===== config.mk =====
export PLATFORM = sky130hd
export DESIGN_NAME = write_usb_wire_data
export DESIGN_NICKNAME = d
export VERILOG_FILES = /design/src/rtl/usbSerialInterfaceEngine.sv /design/src/rtl/usb_tx_fifo4.sv /design/src/rtl/write_usb_wire_data.sv
export SDC_FILE = /design/constraint.sdc
export NUM_CORES = 1
export LEC_CHECK = 0
export ABC_AREA = 1
export BUFFER_PORTS_ARGS = -buffer_cell sky130_fd_sc_hd__buf_2
export CAP_MARGIN = 15
export CORE_ASPECT_RATIO = 1.25
export CORE_MARGIN = 1
export CORE_UTILIZATION = 52
export DETAILED_ROUTE_END_ITERATION = 16
export GPL_TIMING_DRIVEN = 0
export PLACE_DENSITY = 0.82
export SLEW_MARGIN = 15
export SYNTH_ARGS = -nofsm -noshare
export SYNTH_HDL_FRONTEND = slang
export SYNTH_HIERARCHICAL = 1
export SYNTH_SLANG_ARGS = --single-unit

===== constraint.sdc =====
create_clock -name clk -period 2.11 [get_ports clk]
set_input_delay 0.211 -clock clk [delete_from_list [all_inputs] [get_ports clk]]
set_output_delay 0.211 -clock clk [all_outputs]
set_load 0.01 [all_outputs]

===== src/rtl/usbSerialInterfaceEngine.sv =====
// ============================================================================
// usbSerialInterfaceEngine : shared USB SIE constants and types
// Revision: 1.0 - initial release
// ============================================================================
`default_nettype none

package usbSerialInterfaceEngine;

   localparam int FS_OVER_SAMPLE_RATE = 4;
   localparam int LS_OVER_SAMPLE_RATE = 32;
   localparam int TX_ACTIVE_HOLD      = 8;
   localparam int TX_FIFO_DEPTH       = 4;

   localparam logic [1:0] SE0      = 2'b00;
   localparam logic [1:0] ONE_ZERO = 2'b10;
   localparam logic [1:0] ZERO_ONE = 2'b01;

   typedef struct packed {
      logic       ctrl;
      logic [1:0] bits;
   } txWord_t;

   // Terminal value of the bit-period counter for the selected rate.
   function automatic logic [4:0] bitPeriodLast(input logic fullSpeed);
      return fullSpeed ? 5'(FS_OVER_SAMPLE_RATE - 1) : 5'(LS_OVER_SAMPLE_RATE - 1);
   endfunction

endpackage

`default_nettype wire


===== src/rtl/usb_tx_fifo4.sv =====
// ============================================================================
// usb_tx_fifo4 : 4-entry FIFO of {ctrl, bits} words for the USB wire driver
// Revision: 1.0 - initial release
// ============================================================================
`default_nettype none

module usb_tx_fifo4
   import usbSerialInterfaceEngine::*;
(
   input  logic    clk,
   input  logic    rst,
   input  logic    push,
   input  logic    pop,
   input  txWord_t dataIn,
   output txWord_t dataOut,
   output logic    full,
   output logic    empty
);

   txWord_t    r_mem [TX_FIFO_DEPTH];
   logic [1:0] r_wrIdx;
   logic [1:0] r_rdIdx;
   logic [2:0] r_count;
   logic       w_doPush;
   logic       w_doPop;

   // Both flags come from the registered count, so a word written into an
   // empty FIFO cannot be popped on the same edge.
   assign full     = (r_count == 3'(TX_FIFO_DEPTH));
   assign empty    = (r_count == 3'd0);
   assign w_doPush = push && !full;
   assign w_doPop  = pop && !empty;
   assign dataOut  = r_mem[r_rdIdx];

   always_ff @(posedge clk) begin
      if (rst) begin
         r_wrIdx <= 2'd0;
         r_rdIdx <= 2'd0;
         r_count <= 3'd0;
         for (int i = 0; i < TX_FIFO_DEPTH; i++) begin
            r_mem[i] <= {1'b0, SE0};
         end
      end else begin
         if (w_doPush) begin
            r_mem[r_wrIdx] <= dataIn;
            r_wrIdx        <= r_wrIdx + 2'd1;
         end
         if (w_doPop) begin
            r_rdIdx <= r_rdIdx + 2'd1;
         end
         r_count <= r_count + {2'b00, w_doPush} - {2'b00, w_doPop};
      end
   end

endmodule

`default_nettype wire


===== src/rtl/write_usb_wire_data.sv =====
// ============================================================================
// write_usb_wire_data : paces SIE line states onto the USB wire, one per bit
// period. Define WRITE_USB_WIRE_LOW_SPEED_EN to honour fullSpeedRate=0.
// Revision: 1.0 - initial release
// ============================================================================
`default_nettype none

module write_usb_wire_data
   import usbSerialInterfaceEngine::*;
(
   input  logic       clk,
   input  logic       rst,
   input  logic [1:0] TxBitsIn,
   input  logic       TxCtrlIn,
   input  logic       SIETxWEn,
   output logic       SIETxRdy,
   input  logic       fullSpeedRate,
   output logic [1:0] TxBitsOut,
   output logic       TxCtrlOut,
   output logic       TxWireActiveDrive,
   output logic       TxDataOutTick
);

   logic       w_full;
   logic       w_empty;
   logic       w_fs;
   logic       w_rateChange;
   logic       w_tick;
   txWord_t    w_head;
   logic [4:0] r_bitCnt;
   logic [3:0] r_holdCnt;

`ifdef WRITE_USB_WIRE_LOW_SPEED_EN
   logic r_fsRate;

   // A rate switch restarts the bit period so the next tick lands a full
   // period of the new rate later.
   always_ff @(posedge clk) begin
      if (rst) begin
         r_fsRate <= 1'b1;
      end else begin
         r_fsRate <= fullSpeedRate;
      end
   end

   assign w_fs         = fullSpeedRate;
   assign w_rateChange = (r_fsRate != fullSpeedRate);
`else
   logic w_unusedRate;

   assign w_unusedRate = fullSpeedRate;
   assign w_fs         = 1'b1;
   assign w_rateChange = 1'b0;
`endif

   assign w_tick            = !w_rateChange && (r_bitCnt == bitPeriodLast(w_fs));
   assign SIETxRdy          = !w_full;
   assign TxWireActiveDrive = TxCtrlOut || (r_holdCnt != 4'd0);

   usb_tx_fifo4 u_fifo (
      .clk     (clk),
      .rst     (rst),
      .push    (SIETxWEn),
      .pop     (w_tick),
      .dataIn  ({TxCtrlIn, TxBitsIn}),
      .dataOut (w_head),
      .full    (w_full),
      .empty   (w_empty)
   );

   always_ff @(posedge clk) begin
      if (rst) begin
         r_bitCnt      <= 5'd0;
         r_holdCnt     <= 4'd0;
         TxBitsOut     <= ONE_ZERO;
         TxCtrlOut     <= 1'b0;
         TxDataOutTick <= 1'b0;
      end else begin
         if (w_rateChange || w_tick) begin
            r_bitCnt <= 5'd0;
         end else begin
            r_bitCnt <= r_bitCnt + 5'd1;
         end

         if (w_tick) begin
            TxDataOutTick <= !TxDataOutTick;
            if (!w_empty) begin
               {TxCtrlOut, TxBitsOut} <= w_head;
            end else begin
               TxCtrlOut <= 1'b0;
               TxBitsOut <= w_fs ? ONE_ZERO : ZERO_ONE;
            end
         end

         // Reloaded every driven cycle, so the window counts from the fall.
         if (TxCtrlOut) begin
            r_holdCnt <= 4'(TX_ACTIVE_HOLD);
         end else if (r_holdCnt != 4'd0) begin
            r_holdCnt <= r_holdCnt - 4'd1;
         end
      end
   end

endmodule

`default_nettype wire


==> results by group <==
Yosys
  • Synth area leaders: dfxtp_1, edfxtp_1, nand2_1
  • Synth top area share: 28.2%
  • Area of the mapped netlist: approximately 1600 µm²
  • Ys flop type: dfxtp_1
  • Syn nets: 202
  • Most common cell in the netlist: nand2_1
  • Syn_area_per_cell: between 8 and 9 µm²
  • Post-synth EDFFs: 12
  • Post-synthesis sequential area ratio: 51.3%
  • Cell accounting for the most synthesized area: dfxtp_1
  • #FFs+latches synth: 34
  • Cells after Synth: 189
  • Asr flop ratio synth: 0%
  • Most frequent cells after synthesis: nand2_1, inv_1, nor2_1
  • Syn. warnings: 6
  • Synth cell types: 22

Timing
  • Slew Limit Fails: 0
  • Endpoints failing setup: 0
  • Tightest Pin Transition: 0.458 ns
  • Fin crit share: a little over nine tenths
  • Final hold slack: between 0.15 and 0.2 ns
  • Max_slew headroom: 69.1%
  • Clock Skews: approximately 0.012 ns
  • Final hold vios: 0
  • Peak Freq: roughly 490 MHz
  • Setup_tns: 0 ns
  • Min Tclk post-route: 2.03 ns

GRT
  • First-pass GRT wire length: 4220 µm
  • Vias in the first global route: around 1100
  • Final global-route overflow total: 0
  • Initial antenna violation count: 0
  • Total global-route track usage: roughly 18%
  • Largest net degree at the start of global routing: 11

Clocking
  • Maximum clock path buffer count: 2
  • CTS Buf Count: 5
  • CTS clk-pin slew, worst paths: 0.10 ns
  • Root buffer cell: clkbuf_4
  • CTS sink cnt: 34
  • H-tree levels: 2
  • Clk_lat worst skew: 0.34 ns
  • CTS tree: built

Placed design
  • Post-DP HPWL: 1810 µm
  • Post-place instance area: 1660 µm²
  • Gpl congestion: roughly 0.75
  • I/O Buffers: 11

Drt
  • DR DRC count: 0
  • Routed vias: 1194
  • Post-DR vias/cell: 4.89
  • DRT antenna net count: 0
  • Wire per inst: 10.4 µm
  • TritonRoute pass-1 iters: 4
  • Total Routed Length: approximately 2500 µm
  • Iter 0 DRT Violations: 27

Die
  • Io pins: 13
  • Initial core utilization: a little under three fifths
  • Core area: 2760 µm²
  • Height of the die: 63.2 µm
  • Die width: a little over 50 µm
  • DIE AREA: 3220 µm²
  • Rows: 21

Final layout
  • Fin nets: 222
  • Ant diodes: 0
  • Share of layout cells above drive strength 1: 19.5%
  • Area Growth Syn to Fin: 14.4%
  • Post-Layout Inst Area: 1780 µm²

Outcome
  • Run status: finished clean

Power
  • Lkg Pwr: 0.810 nW
  • Pwr dens: 978 nW/µm²
  • Post-layout total power: 1.75 mW
  • Worst VDD drop: 0.000716 V

Setup path
  • Slowest-stage cell, CP: fa_2
  • WP data arrival: 2.31 ns
  • CP Cell Sequence: ha_4 > inv_2 > nor2_4 > nand2_4 > inv_6 > nand2_4 > inv_2 > ha_4 > inv_2 > ha_4 > fa_2 > inv_1 > nor2_1
  • Worst Setup Path Type: flop to flop
  • Worst-path maximum fanout: 5
  • Critical Path Source Type: flop
  • Worst path max stage delay: 0.51 ns
  • CP endpoint kind: flop
  • CP required: 2.39 ns

Job
  • Max-Cap Viols: 0

Hold path
  • Worst Hold Class: input port to flop
cells in the final DEF, fill, tap and decap left out, drive strengths merged:
master	n
fa	1
xor2	2
nand4	1
inv	38
clkbuf	8
nor3	4
a21oi	4
ha	5
buf	13
o22ai	3
edfxtp	12
nand2	39
nor3b	1
nand3	9
nor2	32
dfxtp	22
o21ai	14
xnor2	2
registers in the layout, indices dropped and copies added, names as in the netlist, named ones only:
name	flops
u_fifo/r_mem	12
r_bitCnt	5
r_holdCnt	4
u_fifo/r_count	3
TxBitsOut	2
u_fifo/r_rdIdx	2
u_fifo/r_wrIdx	2
TxCtrlOut	1
TxDataOutTick	1
worst max-delay path: cells and delay by family, from the launching register on:
kind          cells  cell delay (ns)
flops             1             0.36
fa+ha+maj         4             1.07
simple gates      4             0.31
buf+inv           5             0.24
what timing repair did:
action	CTS	global route
pin swaps	0	3
hold buffers	0	0
setup endpoints to repair	2	2
setup buffers	0	2
endpoints found under the hold margin	0	0
resized for setup	1	12
power by group:
group / total [mW] / internal, mW / switching (mW)
Clock: 0.370 / 0.164 / 0.206
Combinational: 0.530 / 0.205 / 0.325
Sequential: 0.845 / 0.779 / 0.0664
Total: 1.75 / 1.15 / 0.597
through the flow:
stage	instances	worst slack [ns]	util [%]
2_1_floorplan	189	0.0902	-
3_3_place_gp	234	-0.00477	60.1
3_5_place_dp	234	-0.0265	60.1
4_1_cts	242	0.00194	62.3
5_1_grt	244	-0.00715	64.7
6_report	244	0.0824	64.7
per-layer routing:
layer  vias up  GRT usage [%]  routed length, µm
met4         0           12.5                 72
li1        633              -                  -
met3         8           4.35                 93
met5         -              0                  0
met1       527           19.5               1090
met2        26           29.8               1270
layout make-up:
class | count | area (µm²)
Clock buffer | 8 | 58.8
Fill cell | 247 | 975
Inverter | 38 | 148
Multi-Input combinational cell | 117 | 659
Sequential cell | 34 | 806
Tap cell | 34 | 42.5
Timing Repair Buffer | 13 | 70.1
final timing paths:
path	cells after the start	to	startpoint	slack [ns]
worst max-delay path	13	u_fifo/r_count[1]	r_bitCnt[0]	0.08
worst min register to register	1	r_bitCnt[0]	r_bitCnt[0]	0.44
worst max register to register	13	u_fifo/r_count[1]	r_bitCnt[0]	0.08
worst min-delay path	2	u_fifo/r_count[0]	rst	0.17
cell families after synthesis:
kind of cell | synth area share, %
xor+xnor | 2.25
buf+inv | 9.30
simple gates | 24.9
flops | 51.3
compound gates | 6.98
fa+ha+maj | 5.29
Note: power is estimated with default switching activity, not from simulation.
